**src/rtl/data_io_pkg.sv**
```systemverilog
// Shared sizing and config-field layout helpers for the data_io block.
// Field order from LSB: SEL_IN, SEL_OUT, IN_REG, OUT_REG.
package data_io_pkg;

    localparam int W_DEF          = 6;
    localparam int WW_DEF         = 3;
    localparam int EXTDATAIN_DEF  = 2;
    localparam int EXTDATAOUT_DEF = 3;

    function automatic int sel_out_base(int w, int extdatain);
        return $clog2(extdatain) * w;
    endfunction

    function automatic int in_reg_base(int w, int ww, int extdatain, int extdataout);
        return sel_out_base(w, extdatain) + $clog2(w / ww) * ww * extdataout;
    endfunction

    function automatic int out_reg_base(int w, int ww, int extdatain, int extdataout);
        return in_reg_base(w, ww, extdatain, extdataout) + w;
    endfunction

    function automatic int cfg_bits(int w, int ww, int extdatain, int extdataout);
        return out_reg_base(w, ww, extdatain, extdataout) + ww * extdataout;
    endfunction

    localparam int SEL_IN_BASE  = 0;
    localparam int SEL_OUT_BASE = SEL_IN_BASE + sel_out_base(W_DEF, EXTDATAIN_DEF);
    localparam int IN_REG_BASE  = SEL_OUT_BASE + $clog2(W_DEF / WW_DEF) * WW_DEF * EXTDATAOUT_DEF;
    localparam int OUT_REG_BASE = IN_REG_BASE + W_DEF;
    localparam int CFG_BITS_DEF = OUT_REG_BASE + WW_DEF * EXTDATAOUT_DEF;

endpackage

```
**src/rtl/data_io_block_seq_cfg_chain.sv**
```systemverilog
// Serial config chain with burst counter and registered "loaded" flag.
// DATA_IO_PARALLEL_CFG_EN adds a one-cycle parallel load that beats shifting.
module data_io_cfg_chain
    import data_io_pkg::*;
#(
    parameter int CFG_BITS = CFG_BITS_DEF
) (
    input  logic                clk,
    input  logic                rst,
    input  logic                shift_en_i,
    input  logic                cfg_in_i,
`ifdef DATA_IO_PARALLEL_CFG_EN
    input  logic [CFG_BITS-1:0] cfg_par_i,
    input  logic                cfg_par_load_i,
`endif
    output logic [CFG_BITS-1:0] cfg_o,
    output logic                cfg_out_o,
    output logic                loaded_o
);

    localparam int CW = $clog2(CFG_BITS + 1);

    logic [CFG_BITS-1:0] cfg_q, cfg_d;
    logic [CW-1:0]       count_q, count_d;
    logic                prev_shift_q, prev_shift_d;
    logic                loaded_q, loaded_d;

    always_comb begin
        cfg_d        = cfg_q;
        count_d      = count_q;
        prev_shift_d = shift_en_i;
        loaded_d     = (count_q == CW'(CFG_BITS)) && !shift_en_i;
`ifdef DATA_IO_PARALLEL_CFG_EN
        if (cfg_par_load_i) begin
            cfg_d        = cfg_par_i;
            count_d      = CW'(CFG_BITS);
            prev_shift_d = 1'b0;
        end else
`endif
        if (shift_en_i) begin
            cfg_d = {cfg_q[CFG_BITS-2:0], cfg_in_i};
            // A new burst restarts the count; a continuing one saturates.
            if (!prev_shift_q)
                count_d = CW'(1);
            else if (count_q != CW'(CFG_BITS))
                count_d = count_q + CW'(1);
        end
    end

    always_ff @(posedge clk) begin
        if (rst) begin
            cfg_q        <= '0;
            count_q      <= '0;
            prev_shift_q <= 1'b0;
            loaded_q     <= 1'b0;
        end else begin
            cfg_q        <= cfg_d;
            count_q      <= count_d;
            prev_shift_q <= prev_shift_d;
            loaded_q     <= loaded_d;
        end
    end

    assign cfg_o     = cfg_q;
    assign cfg_out_o = cfg_q[CFG_BITS-1];
    assign loaded_o  = loaded_q;

endmodule

```
**src/rtl/muxn.sv**
```systemverilog
// N-input one-bit select mux; a select value outside 0..N-1 yields 0.
module muxn #(
    parameter int N  = 2,
    parameter int SW = 1
) (
    input  logic [N-1:0]  d_i,
    input  logic [SW-1:0] sel_i,
    output logic          y_o
);

    always_comb begin
        y_o = 1'b0;
        for (int i = 0; i < N; i++) begin
            if (sel_i == SW'(i)) y_o = d_i[i];
        end
    end

endmodule

```
**src/rtl/data_io_block_seq.sv**
```systemverilog
// Fabric-edge I/O block: configurable per-bit routing with optional output registers,
// all gated off until the config chain is loaded. Optional macro: DATA_IO_PARALLEL_CFG_EN.
module data_io_block_seq
    import data_io_pkg::*;
#(
    parameter int W           = W_DEF,
    parameter int WW          = WW_DEF,
    parameter int EXTDATAIN   = EXTDATAIN_DEF,
    parameter int EXTDATAOUT  = EXTDATAOUT_DEF,
    parameter int WN          = W / WW,
    parameter int SEL_PER_IN  = $clog2(EXTDATAIN),
    parameter int SEL_PER_OUT = $clog2(WN),
    parameter int CFG_BITS    = cfg_bits(W, WW, EXTDATAIN, EXTDATAOUT)
) (
    input  logic                       clk,
    input  logic                       rst,
    input  logic [W-1:0]               data_in,
    output logic [W-1:0]               data_out,
    input  logic [WW*EXTDATAIN-1:0]    external_input,
    output logic [WW*EXTDATAOUT-1:0]   external_output,
    input  logic                       cfg_shift_en,
    input  logic                       cfg_in,
`ifdef DATA_IO_PARALLEL_CFG_EN
    input  logic [CFG_BITS-1:0]        cfg_par,
    input  logic                       cfg_par_load,
`endif
    output logic                       cfg_out,
    output logic                       cfg_loaded
);

    localparam int NOUT = WW * EXTDATAOUT;
    localparam int SOB  = SEL_IN_BASE + sel_out_base(W, EXTDATAIN);
    localparam int IRB  = SEL_IN_BASE + in_reg_base(W, WW, EXTDATAIN, EXTDATAOUT);
    localparam int ORB  = SEL_IN_BASE + out_reg_base(W, WW, EXTDATAIN, EXTDATAOUT);

    logic [CFG_BITS-1:0] cfg;
    logic [W-1:0]        in_mux, in_pipe_q, in_pipe_d, in_reg;
    logic [NOUT-1:0]     out_mux, out_pipe_q, out_pipe_d, out_reg;

    data_io_cfg_chain #(.CFG_BITS(CFG_BITS)) u_cfg (
        .clk            (clk),
        .rst            (rst),
        .shift_en_i     (cfg_shift_en),
        .cfg_in_i       (cfg_in),
`ifdef DATA_IO_PARALLEL_CFG_EN
        .cfg_par_i      (cfg_par),
        .cfg_par_load_i (cfg_par_load),
`endif
        .cfg_o          (cfg),
        .cfg_out_o      (cfg_out),
        .loaded_o       (cfg_loaded)
    );

    // Bit j of every lane picks bit j of the selected external port.
    for (genvar b = 0; b < W; b++) begin : g_in
        logic [EXTDATAIN-1:0] cand;
        for (genvar p = 0; p < EXTDATAIN; p++) begin : g_cand
            assign cand[p] = external_input[WW*p + (b % WW)];
        end
        muxn #(.N(EXTDATAIN), .SW(SEL_PER_IN)) u_mux (
            .d_i   (cand),
            .sel_i (cfg[SEL_IN_BASE + SEL_PER_IN*b +: SEL_PER_IN]),
            .y_o   (in_mux[b])
        );
    end

    for (genvar b = 0; b < NOUT; b++) begin : g_out
        logic [WN-1:0] cand;
        for (genvar l = 0; l < WN; l++) begin : g_cand
            assign cand[l] = data_in[WW*l + (b % WW)];
        end
        muxn #(.N(WN), .SW(SEL_PER_OUT)) u_mux (
            .d_i   (cand),
            .sel_i (cfg[SOB + SEL_PER_OUT*b +: SEL_PER_OUT]),
            .y_o   (out_mux[b])
        );
    end

    assign in_reg     = cfg[IRB +: W];
    assign out_reg    = cfg[ORB +: NOUT];
    assign in_pipe_d  = cfg_loaded ? in_mux  : '0;
    assign out_pipe_d = cfg_loaded ? out_mux : '0;

    always_ff @(posedge clk) begin
        if (rst) begin
            in_pipe_q  <= '0;
            out_pipe_q <= '0;
        end else begin
            in_pipe_q  <= in_pipe_d;
            out_pipe_q <= out_pipe_d;
        end
    end

    assign data_out        = cfg_loaded ? ((in_mux & ~in_reg) | (in_pipe_q & in_reg)) : '0;
    assign external_output = cfg_loaded ? ((out_mux & ~out_reg) | (out_pipe_q & out_reg)) : '0;

endmodule

```
**config.mk**
```make
export PLATFORM = sky130hd
export DESIGN_NAME = data_io_block_seq
export DESIGN_NICKNAME = d
export VERILOG_FILES = /design/src/rtl/data_io_pkg.sv /design/src/rtl/data_io_block_seq_cfg_chain.sv /design/src/rtl/muxn.sv /design/src/rtl/data_io_block_seq.sv
export SDC_FILE = /design/constraint.sdc
export NUM_CORES = 1
export LEC_CHECK = 0
export CAP_MARGIN = 10
export CORE_MARGIN = 2
export CORE_UTILIZATION = 48
export CTS_CLUSTER_DIAMETER = 200
export DETAILED_ROUTE_END_ITERATION = 10
export PLACE_DENSITY_LB_ADDON = 0.3
export SYNTH_ARGS = -nofsm -noshare
export SYNTH_HDL_FRONTEND = slang
export SYNTH_HIERARCHICAL = 1
export SYNTH_SLANG_ARGS = --single-unit
export TNS_END_PERCENT = 50
```
**constraint.sdc**
```tcl
create_clock -name clk -period 1.4 [get_ports clk]
set_clock_uncertainty 0.1 [all_clocks]
set_input_delay 0.21 -clock clk [delete_from_list [all_inputs] [get_ports clk]]
set_output_delay 0.21 -clock clk [all_outputs]
set_load 0.05 [all_outputs]
```
==> impl_metrics.toml <==
[pwr]
p_sw_uw = 592.0
ir_drop_mv = 0.6075
p_int_mw = 2.147
p_clk_share_pct = 36.7
finalPower_mw = 2.739
swShare_pct = 21.62
power_frac_seq_pct = 54.4
combPwrFrac_pct = 8.9
p_leak_nw = 1.343
power.density_nw_per_um2 = 846.7

[drt]
first_pass_iters = 4
drt_wl_total_mm = 4.537
wire_per_inst_um = 14.27
drt_iter0_drc = 90
drc = 0
via_count = 1622
viasPerCell = 5.101
ant_nets = 0

[floorplanning]
start_util_pct = 49.37
num_io_pins = 33
rows = 25
core_sq_um = 4661
die_w_um = 73.24
die_h_um = 73.24
die-area_sq_um = 5363

[yosys]
synth_enable_flop_cells = 0
synth_async_sr_flop_share_pct = 0
synthCells = 213
synth_area_leaders = "dfxtp_1 (45%), mux2i_1 (20%), mux2_4 (9.8%), nor2_1 (5.1%), nor2b_1 (4.4%)"
syn_area_per_cell_sq_um = 10.80
synth_cell_types = 32
synth_flop_cell = "dfxtp_1"
ys_warn_count = 6
synth-seq-cells = 52
ys_seq_area_share_pct = 45.24
yosysTopAreaCell = "dfxtp_1"
synth_nets = 231
synth_top_area_share_pct = 45.24
netlist_area_sq_um = 2301

[global_route]
grt-ovfl-total = 0
grt_pass1_wl_mm = 7.507
antenna_found_initial = 0
grt_pass1_vias = 1608
grt_start_max_net_pins = 21
grt_use_total_pct = 18.29

[placement]
post-dp-hpwl_mm = 3.082
pre_cts_slack_ns = -0.3942
port_buffers = 32
globalplace.congestion = 0.7852

[run_status]
status = "complete, but fails checks"
violations = "negative setup slack"

[timing]
max_slew_margin_pct = 84.47
slew_viol_final = 0
setup_viol = 15
fmax_mhz = 589.9
final.period_utilization_pct = 121.1
worst_pin_slew_ns = 0.2329
tns_ns = -3.678
finalCriticalPeriod_ns = 1.695
layout_setup_ws_ns = -0.2952
rsz0062_at_grt = "true"
final_hold_viol_count = 0

[worst_setup_path]
cpMaxStageDelayCell = "dfxtp_2"
path_buf_inv = 1
cp.arrival_ns = 1.39
crit_chain = "mux2_4, mux2i_2, nor2b_2, buf_12"
crit_start = "u_cfg/cfg_o[0]"
reg2reg_to = "u_cfg/count_q[2]"
worstPathRequired_ns = 1.09
cp-start-kind = "flop"
crit_fanout = 3
cp-end-kind = "primary output"
critPathKind = "reg -> out"
ff2ff_path_depth = 5
crit_family = "multiplexers"
r2r_start = "u_cfg/count_q[0]"
critPathMaxStageDelay_ns = 0.35
ff2ff_setup_slack_ns = 0.05

[cells_and_area]
final_cell_mix = "dfxtp_1 (34), mux2i_1 (31), nor2_1 (31)"
utilization_pct = 69.40
fin_nets = 281
final_common_cell = "dfxtp_1"
drive_gt1_share_pct = 43.94
n_antenna_cell = 0
syn2layout_area_growth_pct = 40.57

[clock_network]
cts_sinks = 52
clk_latency_ns = 0.29
clk_pin_slew_ns = 0.09
cts_tree = "done"
cts-root-buf = "clkbuf_8"
cts_made_buffers = 5
clock_path_buffers = 2
cts_max_level = 2

[min_path]
holdPathStages = 2
hold_end = "u_cfg/count_q[2]"
hp-start = "cfg_shift_en"
holdCritPathClass = "in -> reg"

[run]
max_cap_viol_count = 0
kinds of logic after synthesis:
family | count (synthesis) | synth area share (%)
AND/OR/NAND/NOR | 75 | 17.73
multiplexers | 60 | 29.36
flip-flops | 52 | 45.24
buffers and inverters | 15 | 3.806
AO/OA/AOI/OAI | 9 | 2.773
adder cells (fa/ha/maj) | 2 | 1.087
final cells by class:
type                            count  area [sq um]
Clock inverter                      2         35.03
Inverter                            3         11.26
Fill cell                         327          1426
Timing Repair Buffer               55         544.3
Tap cell                           54         67.56
Multi-Input combinational cell    146          1435
Sequential cell                    52          1069
Clock buffer                        6         72.57
cell usage after synthesis, types with 2 or more instances:
cell / instances
dfxtp_1: 52
mux2i_1: 45
nor2_1: 31
nor2b_1: 16
and2_1: 15
mux2_4: 15
buf_4: 6
clkbuf_1: 4
inv_1: 3
a21oi_1: 2
ha_1: 2
nor3_1: 2
flip-flops by register name, indices dropped and copies added (netlist names):
name                flops
in_pipe_q               6
out_pipe_q              9
u_cfg/cfg_o            30
u_cfg/count_q           5
u_cfg/loaded_o          1
u_cfg/prev_shift_q      1
metal layers:
| metal | part of all wire (%) | global-route usage, % | vias up |
|---|---|---|---|
| met1 | 44 | 22.43 | 765 |
| met5 | 0 | 0 | - |
| met3 | 3.2 | 3.729 | 6 |
| met2 | 52 | 32.03 | 28 |
| met4 | 1.4 | 5.556 | 0 |
| li1 | - | - | 823 |
what timing repair did:
item,4_1_cts,5_1_grt
resized for setup,57,8
pin swaps,0,0
setup buffers,2,1
hold buffers,0,0
endpoints found under the setup margin,16,18
worst reg2reg max path: stages (launching register included):
cell,delay [ns]
dfxtp_2,0.34
inv_1,0.12
ha_4,0.18
and4_1,0.24
o21ai_1,0.10
a211oi_2,0.21
worst max-delay path by stage:
stage                               to  slack (ns)  depth (start not counted)
global route               data_out[0]       -0.35                          4
detailed placement  external_output[1]       -0.39                          5
floorplan           external_output[8]        0.05                          3
finish                     data_out[0]       -0.30                          4
global placement    external_output[1]       -0.37                          5
CTS                 external_output[6]       -0.28                          4
metrics by stage:
step / hold slack (ns) / area [sq um] / instances
after detailed placement: 0.3981 / 2863 / 307
after global routing: 0.2058 / 3234 / 318
after floorplan: 0.2572 / 2400 / 213
after global placement: 0.3859 / 2863 / 307
final: 0.1802 / 3234 / 318
after CTS: 0.1757 / 3189 / 317
power groups by stage:
stage / logic, mW / clock network [mW] / registers [mW]
3_5_place_dp: 0.217 / 0 / 1.53
4_1_cts: 0.237 / 1.03 / 1.49
6_report: 0.243 / 1.01 / 1.49
2_1_floorplan: 0.139 / 0 / 1.52
5_1_grt: 0.261 / 1.07 / 1.49
3_3_place_gp: 0.215 / 0 / 1.53
Note: power is estimated with default switching activity, not from simulation.
